--- src/rtl/bus_arbiter.sv ---
// Three-master round-robin bus arbiter with a hold limit under contention.
// A one-cycle GAP always separates two owners. preempt flags a forced handover.
module bus_arbiter #(
    parameter int unsigned MAX_HOLD = 8
) (
    input  logic       clk,
    input  logic       reset,
    input  logic       m0_req,
    input  logic       m1_req,
    input  logic       m2_req,
    output logic       m0_grant,
    output logic       m1_grant,
    output logic       m2_grant,
    output logic [1:0] owner,
    output logic       bus_busy,
    output logic       preempt,
    output logic [7:0] hold_cnt
);

    typedef enum logic [1:0] {
        IDLE = 2'b00,
        OWN  = 2'b01,
        GAP  = 2'b10
    } state_t;

    localparam logic [7:0] HOLD_LIMIT = 8'(MAX_HOLD - 1);
    localparam logic [1:0] NO_OWNER   = 2'b11;

    // Round-robin pick: the search starts just after the previous owner.
    function automatic logic [2:0] rr_pick(input logic [2:0] req, input logic [1:0] last);
        logic [2:0] win;
        win = 3'b000;
        case (last)
            2'd0: begin
                if (req[1])      win = 3'b010;
                else if (req[2]) win = 3'b100;
                else if (req[0]) win = 3'b001;
                else             win = 3'b000;
            end
            2'd1: begin
                if (req[2])      win = 3'b100;
                else if (req[0]) win = 3'b001;
                else if (req[1]) win = 3'b010;
                else             win = 3'b000;
            end
            default: begin
                if (req[0])      win = 3'b001;
                else if (req[1]) win = 3'b010;
                else if (req[2]) win = 3'b100;
                else             win = 3'b000;
            end
        endcase
        return win;
    endfunction

    function automatic logic [1:0] onehot_idx(input logic [2:0] oh);
        logic [1:0] idx;
        case (oh)
            3'b001:  idx = 2'd0;
            3'b010:  idx = 2'd1;
            3'b100:  idx = 2'd2;
            default: idx = NO_OWNER;
        endcase
        return idx;
    endfunction

    state_t      state_r, state_s;
    logic [2:0]  grant_r, grant_s;
    logic [1:0]  owner_r, owner_s;
    logic [1:0]  last_owner_r, last_owner_s;
    logic        busy_r, busy_s;
    logic        preempt_r, preempt_s;
    logic [7:0]  hold_r, hold_s;
    logic [2:0]  req_s;
    logic [2:0]  pick_s;
    logic        owner_req_s;
    logic        contend_s;
    logic [7:0]  hold_inc_s;

    // Next-state and next-output decode.
    always_comb begin
        req_s        = {m2_req, m1_req, m0_req};
        pick_s       = rr_pick(req_s, last_owner_r);
        owner_req_s  = |(req_s & grant_r);
        contend_s    = |(req_s & ~grant_r);
        hold_inc_s   = (hold_r == 8'hFF) ? 8'hFF : (hold_r + 8'd1);
        state_s      = state_r;
        grant_s      = grant_r;
        owner_s      = owner_r;
        last_owner_s = last_owner_r;
        busy_s       = busy_r;
        preempt_s    = 1'b0;
        hold_s       = hold_r;
        case (state_r)
            IDLE, GAP: begin
                if (|req_s) begin
                    state_s      = OWN;
                    grant_s      = pick_s;
                    owner_s      = onehot_idx(pick_s);
                    last_owner_s = onehot_idx(pick_s);
                    busy_s       = 1'b1;
                    hold_s       = 8'd0;
                end else begin
                    state_s = IDLE;
                    grant_s = 3'b000;
                    owner_s = NO_OWNER;
                    busy_s  = 1'b0;
                end
            end
            OWN: begin
                // Release wins over the hold limit when both happen together.
                if (!owner_req_s) begin
                    state_s = GAP;
                    grant_s = 3'b000;
                    owner_s = NO_OWNER;
                    busy_s  = 1'b0;
                end else if (contend_s && (hold_inc_s >= HOLD_LIMIT)) begin
                    state_s   = GAP;
                    grant_s   = 3'b000;
                    owner_s   = NO_OWNER;
                    busy_s    = 1'b0;
                    preempt_s = 1'b1;
                    hold_s    = hold_inc_s;
                end else if (contend_s) begin
                    hold_s = hold_inc_s;
                end else begin
                    hold_s = hold_r;
                end
            end
            default: begin
                state_s = IDLE;
                grant_s = 3'b000;
                owner_s = NO_OWNER;
                busy_s  = 1'b0;
            end
        endcase
    end

    // State and output registers with synchronous reset.
    always_ff @(posedge clk) begin
        if (reset) begin
            state_r      <= IDLE;
            grant_r      <= 3'b000;
            owner_r      <= NO_OWNER;
            last_owner_r <= 2'd2;
            busy_r       <= 1'b0;
            preempt_r    <= 1'b0;
            hold_r       <= 8'd0;
        end else begin
            state_r      <= state_s;
            grant_r      <= grant_s;
            owner_r      <= owner_s;
            last_owner_r <= last_owner_s;
            busy_r       <= busy_s;
            preempt_r    <= preempt_s;
            hold_r       <= hold_s;
        end
    end

    assign m0_grant = grant_r[0];
    assign m1_grant = grant_r[1];
    assign m2_grant = grant_r[2];
    assign owner    = owner_r;
    assign bus_busy = busy_r;
    assign preempt  = preempt_r;
    assign hold_cnt = hold_r;

endmodule

--- config.mk ---
export PLATFORM = sky130hd
export DESIGN_NAME = bus_arbiter
export DESIGN_NICKNAME = d
export VERILOG_FILES = /design/src/rtl/bus_arbiter.sv
export SDC_FILE = /design/constraint.sdc
export NUM_CORES = 1
export LEC_CHECK = 0
export CORE_UTILIZATION = 49
export DETAILED_ROUTE_END_ITERATION = 6
export PLACE_DENSITY = 0.83
export SYNTH_ARGS = -nofsm -noshare
export SYNTH_HDL_FRONTEND = slang
export SYNTH_SLANG_ARGS = --single-unit
export TNS_END_PERCENT = 20
--- constraint.sdc ---
create_clock -name clk -period 2 [get_ports clk]
set_input_delay 0.3 -clock clk [delete_from_list [all_inputs] [get_ports clk]]
set_output_delay 0.3 -clock clk [all_outputs]
set_load 0.03 [all_outputs]
==> impl_metrics.toml <==
[run_status]
status = "complete, no violations"

[pwr]
p_per_area_mw_per_mm2 = 614
cell_internal_pwr_uw = 574
p_leak_uw = 0.000454
p_switching_uw = 234
peakVddDrop_v = 0.000529
seqPwrFrac_pct = 48.0
p_clk_share_pct = 28.4
combPwrFrac_pct = 23.6
swShare_pct = 29.0
design_power_total_uw = 808

[worst_setup_path]
setup.worst_path.end_class = "primary output"
cp_cell_sequence = "clkdlybuf4s50_1"
cp.buffers_inverters = 1
slowest_delay_ns = 0.74
rr_worst_depth = 5
crit_cells = 1
start_kind = "register"
cp_slowest_cell = "clkdlybuf4s50_1"
r2r_start = "hold_cnt[1]$_SDFFE_PP0P_"
crit_required_ns = 1.70
path_class = "reg2out"
path_max_fanout = 10
crit_start = "hold_cnt[5]$_SDFFE_PP0P_"
cp_top_family = "buffers and inverters"
crit_arrival_ns = 1.58

[synth]
ys_top_cells_by_count = "dfxtp_1, nand2_1, nor2_1, inv_1, o21ai_0"
ys_ff_latch = 18
synth_cell_types = 40
syn-cell-area_um2 = 993
synthTopCellsByArea = "dfxtp_1, a221oi_2, nand2_1, nor2_1, nor2b_1"
synth_top_area_share_pct = 36.3
avgSynthCellArea_um2 = 8.56
yosysWarnings = 0
synth-edff-count = 0
yosysSeqAreaShare_pct = 36.3
syn_inst = 116
ys.flop_type = "dfxtp_1"
yosysTopAreaCell = "dfxtp_1"
async_reset_ff_share_pct = 0
syn_nets = 122
yosysMostFrequentCell = "dfxtp_1"

[timing]
skew_ns = 0.00648
rsz0062_at_grt = "false"
timing.final.crit_share_pct = 93.8
fin_crit_ns = 1.88
max_slew_margin_pct = 64.4
worstMarginPinSlew_ns = 0.531
setup_viol = 0
hold_viol_final = 0
slew_viol_final = 0
timing.fmax_mhz = 533

[cts]
cts_tree = "done"
holdBufCountCts = 0
cts.sinks = 18
postCtsSetupBuffers = 0
h-tree-depth = 1
cts_buffer_depth = 2
clk_latency_ns = 0.30
ctsResizeCount = 0
cts-root-buf = "clkbuf_4"
clkSlewWorstSetupHoldPaths_ns = 0.11
cts_buffers = 3

[routing]
drc = 0
wirelength_um = 2470
vias = 1013
drt_iter0_drc = 59
drtPass1Iterations = 4
wire_per_inst_um = 14.4
viasPerCell = 5.89
ant_nets = 0

[place]
hpwl_um = 1800
gp_congestion = 0.894
place_inst = 168
port_buffers = 19

[grt]
top_usage_layer = "met2"
grtUsageMet3_pct = 5.77
track_usage_pct = 25.3
grt_antenna_before_repair = 0
grt_first_pass_wirelength_um = 3860
grt_use_met1_pct = 34.1
grtUsageMet2_pct = 40.3
grt_overflow = 0
grt_start_max_net_pins = 14
grt_pass1_vias = 883

[floorplanning]
pin_count = 20
coreArea_mm2 = 0.00182
die_height_um = 47.0
start_util_pct = 54.6
die_x_um = 47.0
rows = 15
die-area_mm2 = 0.00221

[cells_and_area]
instances_no_fill = 172
diodes = 0
drive_above_1_share_pct = 15.6
syn_to_final_growth_pct = 32.5
fin_util_pct = 72.3
fin_nets = 154

[worst_hold_path]
worstHoldStart = "owner[0]$_SDFFE_PP1P_"
whs_path_depth = 1
min_path_type = "reg2reg"

[flow_run]
cap_violations = 0
-- per-layer routing --
metal | up-vias | share of wire, % | wire length, um
li1 | 500 | - | -
met1 | 472 | 46 | 1130
met2 | 39 | 47 | 1150
met3 | 2 | 7.0 | 172
met4 | 0 | 0.61 | 15
met5 | - | 0 | 0
-- through the flow --
| step | area [um2] | hold WS, ns | setup slack, ns | TNS (ns) |
|---|---|---|---|---|
| final | 1320 | 0.491 | 0.123 | 0 |
| after global routing | 1320 | 0.516 | 0.0120 | 0 |
| after CTS | 1320 | 0.501 | 0.136 | 0 |
| after floorplan | 993 | 0.432 | 0.152 | 0 |
| after detailed placement | 1280 | 0.471 | -0.129 | -0.501 |
| after global placement | 1280 | 0.465 | -0.0152 | -0.0438 |
-- sequential cells by signal, indices dropped and copies added (netlist names) --
register / flops
bus_busy: 1
grant_r: 3
hold_cnt: 8
last_owner_r: 2
owner: 2
preempt: 1
state_r: 1
-- final cells by class --
cell class              instances  area [um2]
fillers                       138         504
inverters                       6        22.5
well taps                      25        31.3
multi-input cells              88         586
clock buffers                   4        36.3
repair buffers                 31         280
flip-flops and latches         18         360
-- power groups by stage --
stage | clock [uW] | combinational, uW | sequential, uW
6_report | 229 | 191 | 388
5_1_grt | 245 | 204 | 390
4_1_cts | 230 | 190 | 388
3_5_place_dp | 0 | 188 | 396
3_3_place_gp | 0 | 184 | 395
2_1_floorplan | 0 | 85.0 | 421
-- path summary, 6_finish.rpt --
kind	slack, ns	to
max reg2reg	0.15	owner[1]$_SDFFE_PP1P_
min	0.49	owner[0]$_SDFFE_PP1P_
max	0.12	hold_cnt[5]
min reg2reg	0.49	owner[0]$_SDFFE_PP1P_
-- cells by family after synthesis --
kind of cell    after synthesis  synth area share, %
mux                           1                 1.01
buf+inv                      10                 4.79
flops                        18                 36.3
simple gates                 43                 21.4
compound gates               41                 33.5
xor+xnor                      2                 1.76
fa+ha+maj                     1                 1.26
-- cells in the final DEF (no fill, tap or decap), types with 2 or more instances in the layout --
| master | netlist | layout |
|---|---|---|
| a21oi_1 | 3 | 3 |
| nand2_1 | 11 | 11 |
| o21ai_1 | 3 | 3 |
| a221oi_2 | 3 | 3 |
| dfxtp_1 | 18 | 18 |
| nor3_1 | 2 | 2 |
| inv_1 | 6 | 6 |
| o22ai_1 | 2 | 2 |
| nor2_1 | 10 | 10 |
| nand3_1 | 4 | 4 |
| clkbuf_4 | 0 | 3 |
| o211ai_1 | 2 | 2 |
| a311oi_1 | 2 | 2 |
| a31oi_1 | 2 | 2 |
| clkdlybuf4s50_1 | 0 | 19 |
| a32o_1 | 2 | 2 |
| o31a_1 | 2 | 2 |
| o21a_1 | 2 | 2 |
| o31ai_1 | 3 | 3 |
| xnor2_1 | 2 | 2 |
| nor2b_1 | 5 | 5 |
| nand2b_1 | 4 | 4 |
| o21ai_0 | 6 | 6 |
| buf_4 | 0 | 12 |
| a211oi_2 | 2 | 2 |
| nand4_1 | 2 | 2 |
Note: power is estimated with default switching activity, not from simulation.
